--- src/rtl/serial_adder_pkg.sv ---
// Shared types and helpers for the bit-serial adder (serial_adder) and its one-bit cell.
package serial_adder_pkg;

    typedef enum logic [1:0] {
        IDLE  = 2'd0,
        SHIFT = 2'd1,
        DONE  = 2'd2
    } state_e;

    // Bit-counter width for a given operand width, $clog2(width), never below 1.
    function automatic int unsigned cnt_width(input int unsigned width);
        return (width > 1) ? $clog2(width) : 1;
    endfunction

endpackage

--- src/rtl/serial_fa_cell.sv ---
// Purely combinational one-bit full adder; the single arithmetic cell of serial_adder.
module serial_fa_cell (
    input  logic a,
    input  logic b,
    input  logic c,
    output logic s,
    output logic cy
);

    assign s  = a ^ b ^ c;
    assign cy = (a & b) | (a & c) | (b & c);

endmodule

--- src/rtl/serial_adder.sv ---
// Bit-serial WIDTH-bit adder, LSB first, one bit per clock, valid/ready on both sides.
// Define SERIAL_ADDER_SUB_EN to add the 'sub' input (a - b, cout = no borrow).
module serial_adder
    import serial_adder_pkg::*;
#(
    parameter int unsigned WIDTH = 8
) (
    input  logic             clk,
    input  logic             rst,
    input  logic             in_valid,
    output logic             in_ready,
    input  logic [WIDTH-1:0] a,
    input  logic [WIDTH-1:0] b,
    input  logic             cin,
`ifdef SERIAL_ADDER_SUB_EN
    input  logic             sub,
`endif
    output logic             out_valid,
    input  logic             out_ready,
    output logic [WIDTH-1:0] sum,
    output logic             cout,
    output logic             busy
);

    localparam int unsigned   CW       = cnt_width(WIDTH);
    localparam logic [CW-1:0] LAST_BIT = CW'(WIDTH - 1);

    state_e           state_q, state_d;
    logic [WIDTH-1:0] a_sh_q, a_sh_d;
    logic [WIDTH-1:0] b_sh_q;
    logic [WIDTH-1:0] sum_q;
    logic             carry_q, cout_q;
    logic [CW-1:0]    cnt_q;
    logic             fa_s, fa_cy;
    logic             sub_mode, accept, last;

`ifdef SERIAL_ADDER_SUB_EN
    assign sub_mode = sub;
`else
    assign sub_mode = 1'b0;
`endif

    assign accept = in_valid && in_ready;
    assign last   = (cnt_q == LAST_BIT);

    serial_fa_cell u_fa (
        .a  (a_sh_q[0]),
        .b  (b_sh_q[0]),
        .c  (carry_q),
        .s  (fa_s),
        .cy (fa_cy)
    );

    // Sum bits enter the A shift register as its operand bits leave, so no
    // separate sum shifter is needed; sum_q holds the published result.
    assign a_sh_d = {fa_s, a_sh_q[WIDTH-1:1]};

    always_ff @(posedge clk) begin
        if (rst) begin
            state_q <= IDLE;
        end else begin
            state_q <= state_d;
        end
    end

    always_comb begin
        state_d = state_q;
        case (state_q)
            IDLE:    if (accept)    state_d = SHIFT;
            SHIFT:   if (last)      state_d = DONE;
            DONE:    if (out_ready) state_d = IDLE;
            default:                state_d = IDLE;
        endcase
    end

    always_comb begin
        in_ready  = 1'b0;
        out_valid = 1'b0;
        busy      = 1'b0;
        case (state_q)
            IDLE:  in_ready = 1'b1;
            SHIFT: busy     = 1'b1;
            DONE: begin
                out_valid = 1'b1;
                busy      = 1'b1;
            end
            default: ;
        endcase
    end

    always_ff @(posedge clk) begin
        if (rst) begin
            a_sh_q  <= '0;
            b_sh_q  <= '0;
            carry_q <= 1'b0;
            cnt_q   <= '0;
            sum_q   <= '0;
            cout_q  <= 1'b0;
        end else begin
            case (state_q)
                IDLE: begin
                    if (accept) begin
                        a_sh_q  <= a;
                        b_sh_q  <= b ^ {WIDTH{sub_mode}};
                        carry_q <= sub_mode ? 1'b1 : cin;
                        cnt_q   <= '0;
                    end
                end
                SHIFT: begin
                    a_sh_q  <= a_sh_d;
                    b_sh_q  <= b_sh_q >> 1;
                    carry_q <= fa_cy;
                    cnt_q   <= cnt_q + CW'(1);
                    if (last) begin
                        sum_q  <= a_sh_d;
                        cout_q <= fa_cy;
                    end
                end
                default: ;
            endcase
        end
    end

    assign sum  = sum_q;
    assign cout = cout_q;

endmodule
--- config.mk ---
export PLATFORM = sky130hd
export DESIGN_NAME = serial_adder
export DESIGN_NICKNAME = d
export VERILOG_FILES = /design/src/rtl/serial_adder_pkg.sv /design/src/rtl/serial_fa_cell.sv /design/src/rtl/serial_adder.sv
export SDC_FILE = /design/constraint.sdc
export NUM_CORES = 1
export LEC_CHECK = 0
export CAP_MARGIN = 0
export CORE_ASPECT_RATIO = 1.25
export CORE_MARGIN = 1.5
export CORE_UTILIZATION = 25
export CTS_CLUSTER_DIAMETER = 120
export DETAILED_ROUTE_END_ITERATION = 7
export PLACE_DENSITY = 0.55
export SLEW_MARGIN = 20
export SYNTH_ARGS = -nofsm -noshare
export SYNTH_HDL_FRONTEND = slang
export SYNTH_SLANG_ARGS = --single-unit
--- constraint.sdc ---
create_clock -name clk -period 2.1 [get_ports clk]
set_clock_uncertainty 0.05 [all_clocks]
set_input_delay 0.42 -clock clk [delete_from_list [all_inputs] [get_ports clk]]
set_output_delay 0.42 -clock clk [all_outputs]
set_load 0.01 [all_outputs]
# --- After elaboration in Yosys (flattened, before gate mapping) ---
# Cells that the tools add are included.
totals:
  regBits: 31
  mem_bits_ro: 0
  latch_bits: 0
  word_cells: 43
  in_bits: 21
  output_inout_bits: 12
  memories: 0
  ramBits: 0
op_classes:
  n_mux: 15
  reduce_logical: 7
  div_mod_pow: 0
  n_shift: 0
  n_eq_ne: 6
  addsub: 1
  n_bitwise: 7
  magnitude_cmp: 0
  n_mul: 0
ops:
  columns: ["operator", "n"]
  rows:
  - ["case mux 8 bit (2 select lines)", 2]
  - ["2-to-1 mux 8 bit", 2]
  - ["2-to-1 mux 2 bit", 3]
  - ["!= test 2 bit, second input constant", 3]
  - ["case mux 2 bit (3 select lines)", 1]
  - ["case mux 3 bit (2 select lines)", 1]
  - ["2-to-1 mux 1 bit", 4]
  - ["AND reduction 2 bit", 2]
  - ["adder 3 x 1 -> 3 bit, second input constant", 1]
  - ["bitwise AND 1 bit", 3]
  - ["== test 3 bit, second input constant", 1]
  - ["2-to-1 mux 3 bit", 1]
  - ["AND reduction 3 bit", 1]
  - ["== test 2 x 1 -> 1 bit, second input constant", 1]
  - ["== test 2 bit, second input constant", 1]
  - ["zero test 2 bit", 1]
  - ["OR 1 bit", 2]
  - ["case mux 1 bit (2 select lines)", 1]
  - ["nonzero test 2 bit", 1]
  - ["OR reduction 2 bit", 1]
  - ["XOR 1 bit", 2]
  - ["logical AND 1 bit", 1]

# --- Longest topological paths before layout ---
logic_depth:
  depth_word: 5
  mapped_depth: 7

# --- By module ---
# Synthesis repeated with hierarchy kept, for this count alone.
unflattened:
  hier_cells: 147
  hier_area_um2: 1527.7
by_module_without_submodules:
  columns: ["mod", "area_each_um2", "n_inst", "seq_area_each_um2", "cells_per_inst"]
  rows:
  - ["serial_adder", 1507.7, 1, 620.6, 146]
  - ["serial_fa_cell", 20.0, 1, 0.0, 1]

# --- Worst setup path before layout ---
# OpenSTA, ideal clock, no wires.
synth_timing:
  path_type: "register to register"
  startpoint: "register state_q[0]"
  endpoint: "register b_sh_q[3]"
  setup_time_ns: 0.143
  stages_incl_launch_ff: 8
  t_arrival_ns: 1.390
  path_slack_ns: 0.517
  period_less_slack_ns: 1.583
  required_ns: 1.907
  path_cell_list: "dfxtp_1 inv_1 ha_1 buf_6 mux2_4 buf_6 nor2_1 a211oi_2"
synth_via:
  elab_chain_len: 5
  word_cells_on_any_way: 8
  cone_classes: "eq/ne: 2; mux: 2; reduce/logical: 4"
synth_lines:
  columns: ["item", "line", "source"]
  rows:
  - ["start, declared", "serial_adder.sv:28", "state_e state_q, state_d;"]
  - ["start signal, assigned", "serial_adder.sv:62", "state_q <= state_d;"]
  - ["zero test 2 bit", "serial_adder.sv:80", "case (state_q)"]
  - ["2-to-1 mux 1 bit", "serial_adder.sv:80", null]
  - ["net in_ready", "serial_adder.sv:11", "output logic in_ready,"]
  - ["logical AND 1 bit", "serial_adder.sv:43", "assign accept = in_valid && in_ready;"]
  - ["!= test 2 bit (no source line)", null, null]
  - ["AND reduction 2 bit (no source line)", null, null]
  - ["end signal, assigned", "serial_adder.sv:104", "b_sh_q <= b ^ {WIDTH{sub_mode}};"]
  - ["end signal, assigned", "serial_adder.sv:111", "b_sh_q <= b_sh_q >> 1;"]
  - ["end, declared", "serial_adder.sv:30", "logic [WIDTH-1:0] b_sh_q;"]
# The timed path passes the listed nets, and every way through them passes these cells.
# A chain may end at the register's enable or synchronous reset.

# --- Worst setup path in the final report ---
layout_timing:
  startpoint: "register state_q[1]"
  endpoint: "output busy"
layout_via:
  elab_chain_len: 3
  word_cells_on_any_way: 4
  cone_classes: "eq/ne: 2; mux: 1; reduce/logical: 1"
layout_lines:
  columns: ["item", "line", "source"]
  rows:
  - ["== test 2 x 1 -> 1 bit or == test 2 bit (tied branches)", "serial_adder.sv:80", null]
  - ["OR reduction 2 bit (no source line) (*)", null, null]
  - ["2-to-1 mux 1 bit (*)", "serial_adder.sv:80", null]
  - ["end, declared", "serial_adder.sv:22", "output logic busy"]
# Mark *: on every way between the ends. The rest lies on a longest branch, timed or not.

==> metrics.cfg <==
[status]
status = complete, no violations

[route]
drtAntennaViolNets = 0
drc_errors = 0
first_iter_violations = 54
routedWlPerCell_um = 11.5
vias_per_cell = 4.31
vias = 1159
routed_wl_um = 3100
drt_first_pass_iters = 4

[critical_path]
critPathLaunch = state_q[1]
worstPathCellList = inv_1 -> ha_2 -> clkdlybuf4s50_1
worst-setup-path-type = reg2out
slowest_delay_ns = 0.53
slowest_stage = clkdlybuf4s50_1
startpoint_type = flop
crit_family = buffers and inverters
critPathMaxFanout = 3
path_depth = 3
r2r_start = cnt_q[0]
cp_num_buf_inv = 2
endpoint_kind = primary output
rr_worst_depth = 5
arrival_ns = 1.55
required_ns = 1.63

[timing]
slew_headroom = 0.702
fmax_ghz = 0.495
fin_crit_sh = 0.962
fin_crit_ns = 2.02
setup_slack_ns = 0.0797
hold_viol_final = 0
setup_viol = 0
slew_viol_final = 0
worstMarginPinSlew_ns = 0.446
rsz0062_at_grt = no
finalSetupTns_ns = 0

[synth]
synthCells = 156
async_flop_share = 0
ys_ff_latch = 31
netlist_area_um2 = 1540
synth_top_area_cell = dfxtp_1
syn_nets = 183
synthTopCellsByArea = dfxtp_1 (40%), a211oi_2 (13%), mux2i_1 (11%)
avgSynthCellArea_um2 = 9.88
yosys_warnings = 0
synth_top_area_share = 0.403
ys_seq_area_frac = 0.403
yosysUniqueCellTypes = 27
synth_edf_count = 0
ys.flop_type = dfxtp_1

[placed_design]
globalplace.congestion = 0.720
dp.cells = 261
dp_slack_ns = 0.276
io_buffers = 32
hpwl_um = 2230

[clock_tree]
clk_path_buf_depth = 2
numCtsBuffers = 5
cts.clk_slew.worst_paths_ns = 0.07
post_cts_buffers = 0
cts_hold_buffers = 0
cts.sinks = 31
clk_latency_ns = 0.28
cts_tree = built
root_buffer = clkbuf_8
htree_levels = 2

[die]
placementRows = 31
num_io_pins = 33
core_area_um2 = 5860
start_util = 0.263
die_w_um = 73.2
die_area_um2 = 6650
die_y_um = 90.8

[layout]
final_common_cell = clkdlybuf4s50_1
antennaDiodeCount = 0
num-fill-cells = 605
areaGrowthSynthToFinish_pct = 30.8
nNetsFinal = 213
final_cell_mix = clkdlybuf4s50_1 (32), dfxtp_1 (31), nor2_1 (19)
ff_latch_area_um2 = 621
final_cells = 269
final_layout_size_suffix_gt1_frac = 0.171
final_util = 0.344
multi_input_area_um2 = 811

[grt]
antenna_found_initial = 0
grt_overflow = 0
grt_pass1_wl_um = 5120
grt_usage = 0.0990
grt_max_degree = 34
grt_pass1_vias = 1120

[min_path]
hold_depth = 2
hold_class = reg2reg
worstHoldStart = sum[4]

[pwr]
irDropWorstVdd_mv = 0.283
p_leak_nw = 0.683
finalPower_w = 0.00143
power_per_cell_area_nw_per_um2 = 711

[job]
max-cap-violations = 0

[routing by layer]
metal / share of wire / vias to the layer above / GRT usage
met4: 0.018 / 0 / 0.0425
met1: 0.45 / 529 / 0.122
met3: 0.027 / 6 / 0.0268
met2: 0.50 / 17 / 0.158
met5: 0 / - / 0
li1: - / 607 / -
[state kept, by name (all words and copies together), names as in the netlist]
register,count
cout,1
cnt_q,3
carry_q,1
sum,8
a_sh_q,8
b_sh_q,8
state_q,2
[cell usage after synthesis (3+ instances only)]
master and number:
ha_1 5, a21oi_1 12, nand2_1 12, clkbuf_1 3
a211oi_2 16, nor2_1 19, nand2b_1 3, buf_4 3
inv_1 4, mux2i_1 17, dfxtp_1 31, buf_6 5
nand3_1 10
[through the flow]
step,instance area (um^2),hold WS [ns]
final,2020,0.406
after global placement,1910,0.399
after CTS,2020,0.410
after detailed placement,1910,0.400
after global routing,2020,0.427
after floorplan,1540,0.406
[worst min-delay path: stages, from the launching register on]
cell and delay [ns]:
dfxtp_1 0.31, nand2_1 0.05, a21oi_1 0.05
[worst paths after layout]
check | endpoint | slack (ns)
worst max-delay path | busy | 0.08
worst min-delay path | sum[4] | 0.41
worst max register to register | sum[1] | 0.39
worst min register to register | sum[4] | 0.41
[logic make-up after synthesis]
kind of cell | count (synthesis) | share of synthesized area
DFF | 31 | 0.403
muxes | 18 | 0.120
buffers and inverters | 17 | 0.0730
AOI/OAI and AO/OA | 35 | 0.208
adders and majority gates | 6 | 0.0536
xor gates and xnor gates | 1 | 0.00568
and+or+nand+nor | 48 | 0.137
[power breakdown]
part	total (W)	internal, W	switching [W]
clock	0.000519	0.000298	0.000221
combinational	0.000261	0.000130	0.000130
sequential	0.000654	0.000628	0.0000264
[timing repair]
item | in CTS | in global routing
resized for setup | 1 | 0
endpoints found under the setup margin | 1 | 0
hold endpoints to repair | 0 | 0
[cell type report]
type,count,area share
clock buffer,7,0.0478
tap,82,0.0509
clock inverter,1,0.00372
multi-input combinational,108,0.402
timing repair buffer,36,0.180
sequential,31,0.308
inverter,4,0.00745
(Power assumes the default switching activity.)
